### src/rtl/pooling_sequencer.sv
// 2x2 average-pooling sequencer: reads a SIDE x SIDE frame one pixel per cycle and writes the
// (SIDE/2)^2 window averages. Define POOL_ROUND_EN for round-half-up averaging (default truncates).
module pooling_sequencer #(
  parameter  int DATA_W = 8,
  parameter  int SIDE   = 28,
  localparam int HALF   = SIDE / 2,
  localparam int PIX_N  = SIDE * SIDE,
  localparam int AVG_N  = HALF * HALF,
  localparam int RD_AW  = $clog2(PIX_N),
  localparam int WR_AW  = $clog2(AVG_N)
) (
  input  logic              clk,
  input  logic              reset,
  input  logic              start,
  output logic              busy,
  output logic              done,
  output logic              rd_en,
  output logic [RD_AW-1:0]  rd_addr,
  input  logic [DATA_W-1:0] rd_data,
  output logic              wr_en,
  output logic [WR_AW-1:0]  wr_addr,
  output logic [DATA_W-1:0] wr_data
);

  localparam int SUM_W = DATA_W + 2;
  localparam int CW    = (HALF > 1) ? $clog2(HALF) : 1;

  typedef enum logic [2:0] {
    IDLE = 3'd0,
    READ = 3'd1,
    LAST = 3'd2,
    WR   = 3'd3,
    DONE = 3'd4
  } state_t;

  state_t            state;
  logic [1:0]        k;
  logic [CW-1:0]     r;
  logic [CW-1:0]     c;
  logic [RD_AW-1:0]  base;
  logic [SUM_W-1:0]  sum;

  logic              last_col;
  logic              last_win;
  logic [RD_AW-1:0]  base_next;

  // Offset of beat kk inside a window: TL, TR, BL, BR.
  function automatic logic [RD_AW-1:0] beat_offset(input logic [1:0] kk);
    logic [RD_AW-1:0] off;
    case (kk)
      2'd0:    off = '0;
      2'd1:    off = RD_AW'(1);
      2'd2:    off = RD_AW'(SIDE);
      default: off = RD_AW'(SIDE + 1);
    endcase
    return off;
  endfunction

  // The +2 cannot overflow SUM_W bits: 4*(2^DATA_W-1)+2 < 2^SUM_W.
  function automatic logic [DATA_W-1:0] pool_avg(input logic [SUM_W-1:0] s);
    logic [SUM_W-1:0] t;
`ifdef POOL_ROUND_EN
    t = s + SUM_W'(2);
`else
    t = s;
`endif
    return DATA_W'(t >> 2);
  endfunction

  assign last_col  = (c == CW'(HALF - 1));
  assign last_win  = last_col && (r == CW'(HALF - 1));
  // Leaving the last column skips the odd row already covered by the BL/BR beats.
  assign base_next = last_col ? (base + RD_AW'(2 + SIDE)) : (base + RD_AW'(2));

  // wr_data is decoded from the sum register so rd_data never reaches an output directly.
  assign wr_data = (state == WR) ? pool_avg(sum) : '0;

  always_ff @(posedge clk or negedge reset) begin
    if (!reset) begin
      state   <= IDLE;
      k       <= '0;
      r       <= '0;
      c       <= '0;
      base    <= '0;
      sum     <= '0;
      busy    <= 1'b0;
      done    <= 1'b0;
      rd_en   <= 1'b0;
      rd_addr <= '0;
      wr_en   <= 1'b0;
      wr_addr <= '0;
    end else begin
      case (state)
        IDLE: begin
          if (start) begin
            state   <= READ;
            busy    <= 1'b1;
            k       <= '0;
            rd_en   <= 1'b1;
            rd_addr <= base;
          end
        end

        READ: begin
          // Read data lags the strobe by one cycle, so beat k accumulates pixel k-1.
          if (k == 2'd0) sum <= '0;
          else           sum <= sum + SUM_W'(rd_data);
          if (k == 2'd3) begin
            state <= LAST;
            rd_en <= 1'b0;
          end else begin
            k       <= k + 2'd1;
            rd_addr <= base + beat_offset(k + 2'd1);
          end
        end

        LAST: begin
          sum   <= sum + SUM_W'(rd_data);
          state <= WR;
          wr_en <= 1'b1;
        end

        WR: begin
          wr_en <= 1'b0;
          k     <= '0;
          if (last_win) begin
            state   <= DONE;
            done    <= 1'b1;
            r       <= '0;
            c       <= '0;
            base    <= '0;
            wr_addr <= '0;
          end else begin
            state   <= READ;
            rd_en   <= 1'b1;
            rd_addr <= base_next;
            base    <= base_next;
            wr_addr <= wr_addr + WR_AW'(1);
            if (last_col) begin
              c <= '0;
              r <= r + CW'(1);
            end else begin
              c <= c + CW'(1);
            end
          end
        end

        DONE: begin
          done  <= 1'b0;
          busy  <= 1'b0;
          state <= IDLE;
        end

        default: begin
          state <= IDLE;
          busy  <= 1'b0;
          done  <= 1'b0;
          rd_en <= 1'b0;
          wr_en <= 1'b0;
        end
      endcase
    end
  end

endmodule
### config.mk
export PLATFORM = sky130hd
export DESIGN_NAME = pooling_sequencer
export DESIGN_NICKNAME = d
export VERILOG_FILES = /design/src/rtl/pooling_sequencer.sv
export SDC_FILE = /design/constraint.sdc
export NUM_CORES = 1
export LEC_CHECK = 0
export ABC_AREA = 1
export CORE_MARGIN = 5
export CORE_UTILIZATION = 51
export CTS_CLUSTER_SIZE = 24
export DETAILED_ROUTE_END_ITERATION = 10
export GPL_ROUTABILITY_DRIVEN = 0
export GPL_TIMING_DRIVEN = 1
export PLACE_DENSITY = 0.81
export SYNTH_ARGS = -nofsm -noshare
export SYNTH_HDL_FRONTEND = slang
export SYNTH_SLANG_ARGS = --single-unit
### constraint.sdc
create_clock -name clk -period 1.9 [get_ports clk]
set_input_delay 0.38 -clock clk [delete_from_list [all_inputs] [get_ports clk]]
set_output_delay 0.38 -clock clk [all_outputs]
set_load 0.01 [all_outputs]
==> impl_metrics.env <==
export IMPL_status="finished with violations"
export IMPL_violations="setup timing"
export IMPL_dp_cells=593
export IMPL_powerDensity_nw_per_um2=1540
export IMPL_ys_warn_count=0
export IMPL_path_class="flop to flop"
export IMPL_die_area_um2=8490
export IMPL_ys_ff_latch=54
export IMPL_n_antenna_cell=0
export IMPL_setup_violations=1
export IMPL_numClockSinks=54
export IMPL_core_area_um2=6680
export IMPL_endpoint_kind="flop"
export IMPL_track_usage_pct=20.5
export IMPL_synth_area_leaders="dfrtp_1 39%, nand2_1 10%, ha_1 7.3%"
export IMPL_drv_slew=0
export IMPL_rows=30
export IMPL_finalClockSkew_ns=0.0165
export IMPL_rsz0062_at_grt="true"
export IMPL_worstPathRequired_ns=2.17
export IMPL_synth_most_common_cell="nand2_1"
export IMPL_viasPerCell=5.49
export IMPL_drive_above_1_share_pct=26.9
export IMPL_ios=41
export IMPL_synth_largest_area_cell="dfrtp_1"
export IMPL_dieWidth_um=92.2
export IMPL_syn_nets=476
export IMPL_routedWlPerCell_um=14.9
export IMPL_drcViolationCount=0
export IMPL_cts_tree="done"
export IMPL_grt_pass1_vias=3224
export IMPL_dp_hpwl_um=6100
export IMPL_synth_yosys_seq_area_share_pct=39.3
export IMPL_crit_arrival_ns=2.19
export IMPL_hold_buffers=0
export IMPL_start_kind="flop"
export IMPL_port_buffers=40
export IMPL_synth_ff_type="dfrtp_1"
export IMPL_cts_path_max_buffers=2
export IMPL_syn_inst=444
export IMPL_yosysTopAreaCellShare_pct=39.3
export IMPL_ff_latch_area_um2=1360
export IMPL_fillers=501
export IMPL_rrSetupSlack_ns=-0.02
export IMPL_multi_input_area_um2=2080
export IMPL_cts_made_buffers=5
export IMPL_die_h_um=92.2
export IMPL_drt_pass1_iterations=4
export IMPL_synthTopCellsByCount="92 x nand2_1, 57 x nor2_1, 54 x dfrtp_1, 49 x inv_1, 41 x nand3_1"
export IMPL_leakage_nw=2.19
export IMPL_nNetsFinal=562
export IMPL_fin_ws_ns=-0.0199
export IMPL_final_core_util_pct=68.8
export IMPL_postRouteAntennaNets=0
export IMPL_fmax_mhz=521
export IMPL_initial_core_util_pct=51.5
export IMPL_post_route_period_util_pct=101
export IMPL_drtIter0Drc=231
export IMPL_totalWireLength_um=9120
export IMPL_gr_total_overflow=0
export IMPL_syn_to_final_growth_pct=33.6
export IMPL_ff2ff_path_depth=17
export IMPL_ir_drop_mv=0.851
export IMPL_grt_pass1_wl_um=14300
export IMPL_final_cells=611
export IMPL_synth_area_um2=3440
export IMPL_finalHoldViolCount=0
export IMPL_synth_area_per_cell_um2=7.75
export IMPL_antenna_found_initial=0
export IMPL_htreeDepth=2
export IMPL_path_max_fanout=5
export IMPL_clk_pin_slew_ns=0.11
export IMPL_maxCapViolCount=0
export IMPL_grt_max_degree=55
export IMPL_period_needed_ns=1.92
export IMPL_clock_latency_ns=0.33
export IMPL_synth_async_reset_ratio_pct=100
export IMPL_root_buffer="clkbuf_8"
export IMPL_vias=3352
export IMPL_hold_class="input pin to async pin"
export IMPL_synth_edf_count=0
export IMPL_synth_cell_types=40
## metrics by stage
step	cell area (um^2)	hold WS (ns)	setup TNS (ns)	setup slack, ns	total power [W]
after global routing	4600	0.0623	-0.871	-0.168	0.00760
after detailed placement	4180	0.407	-1.71	-0.261	0.00561
final	4600	0.0335	-0.0199	-0.0199	0.00707
after floorplan	3440	0.0844	0	0.00876	0.00420
after CTS	4360	0.0603	-0.00645	-0.00645	0.00655
after global placement	4180	0.402	-0.966	-0.171	0.00549
## cell families (layout without fill, tap and decap cells)
| logic type | Yosys count | count (layout) | synth area share [%] |
|---|---|---|---|
| adders and majority gates | 21 | 21 | 7.85 |
| and+or+nand+nor | 223 | 223 | 30.9 |
| xor gates and xnor gates | 6 | 6 | 1.53 |
| AOI/OAI and AO/OA | 79 | 79 | 13.5 |
| buffers and inverters | 60 | 147 | 6.80 |
| other | 1 | 1 | 0.109 |
| DFF | 54 | 54 | 39.3 |
## final cells by class
class / count / share of cell area, %
Timing Repair Buffer: 84 / 16.2
Multi-Input combinational cell: 330 / 45.3
Sequential cell: 54 / 29.5
Tap cell: 80 / 2.18
Clock buffer: 8 / 2.39
Inverter: 55 / 4.49
## worst max-delay path, cell delays in order, from the launching register on
cell and delay, ns:
dfrtp_1 0.40, inv_2 0.08, ha_4 0.14, nand3_2 0.08, nand2_2 0.10, nand2_2 0.06, inv_2 0.07, ha_4 0.12
inv_2 0.03, nand2_2 0.06, inv_2 0.05, nor2_4 0.11, nand2_2 0.09, nand2_4 0.11, nand2_2 0.07, nand2_2 0.10
nand3_2 0.07, a21oi_2 0.14
## metal layers
layer | part of all wire (%) | track usage, % | up-vias | routed length [um]
li1 | - | - | 1636 | -
met1 | 40 | 24.6 | 1553 | 3680
met2 | 49 | 35.9 | 124 | 4460
met3 | 6.8 | 3.53 | 39 | 622
met4 | 3.9 | 9.28 | 0 | 354
met5 | 0 | 0 | - | 0
## final timing paths
check | start | to
max | c[1] | rd_addr[9]
min in group clk | r[3] | r[3]
min | reset | sum[3]
max reg2reg | c[1] | rd_addr[9]
min reg2reg | r[3] | r[3]
max in group asynchronous | reset | state[0]
## cell usage in the layout, fill, tap and decap left out, types with 3 or more instances in the layout
| cell type | count |
|---|---|
| nor2_2 | 8 |
| nand3_1 | 33 |
| nand4_1 | 6 |
| buf_4 | 41 |
| or2_2 | 3 |
| dfrtp_2 | 3 |
| o22ai_1 | 9 |
| clkbuf_8 | 8 |
| clkdlybuf4s50_1 | 31 |
| inv_2 | 15 |
| dfrtp_1 | 51 |
| nand2_1 | 79 |
| o21ai_1 | 4 |
| a21oi_1 | 16 |
| xnor2_1 | 4 |
| ha_4 | 5 |
| nor2_1 | 53 |
| dlygate4sd2_1 | 8 |
| a21oi_2 | 7 |
| nor2_4 | 5 |
| nand2_2 | 15 |
| ha_1 | 14 |
| inv_1 | 40 |
| nand3_2 | 9 |
| nand2_4 | 4 |
| o21ai_0 | 28 |
## registers in the layout, indices dropped and copies added, names as in the netlist
signal,count
sum,10
wr_en,1
busy,1
done,1
r,4
k,2
rd_addr,10
wr_addr,8
rd_en,1
c,4
base,9
state,3
## power by group
group | switching (W) | internal [W] | leakage [nW]
Sequential | 0.000374 | 0.00155 | 0.694
Combinational | 0.00242 | 0.00197 | 1.44
Clock | 0.000389 | 0.000369 | 0.0575
## what timing repair did
| item | 4_1_cts | 5_1_grt |
|---|---|---|
| resized for setup | 22 | 55 |
| cloned | 0 | 0 |
| pin swaps | 1 | 25 |
| buffers inserted | 2 | 9 |
| endpoints found under the setup margin | 18 | 15 |
Power figures use the tool's default switching activity.
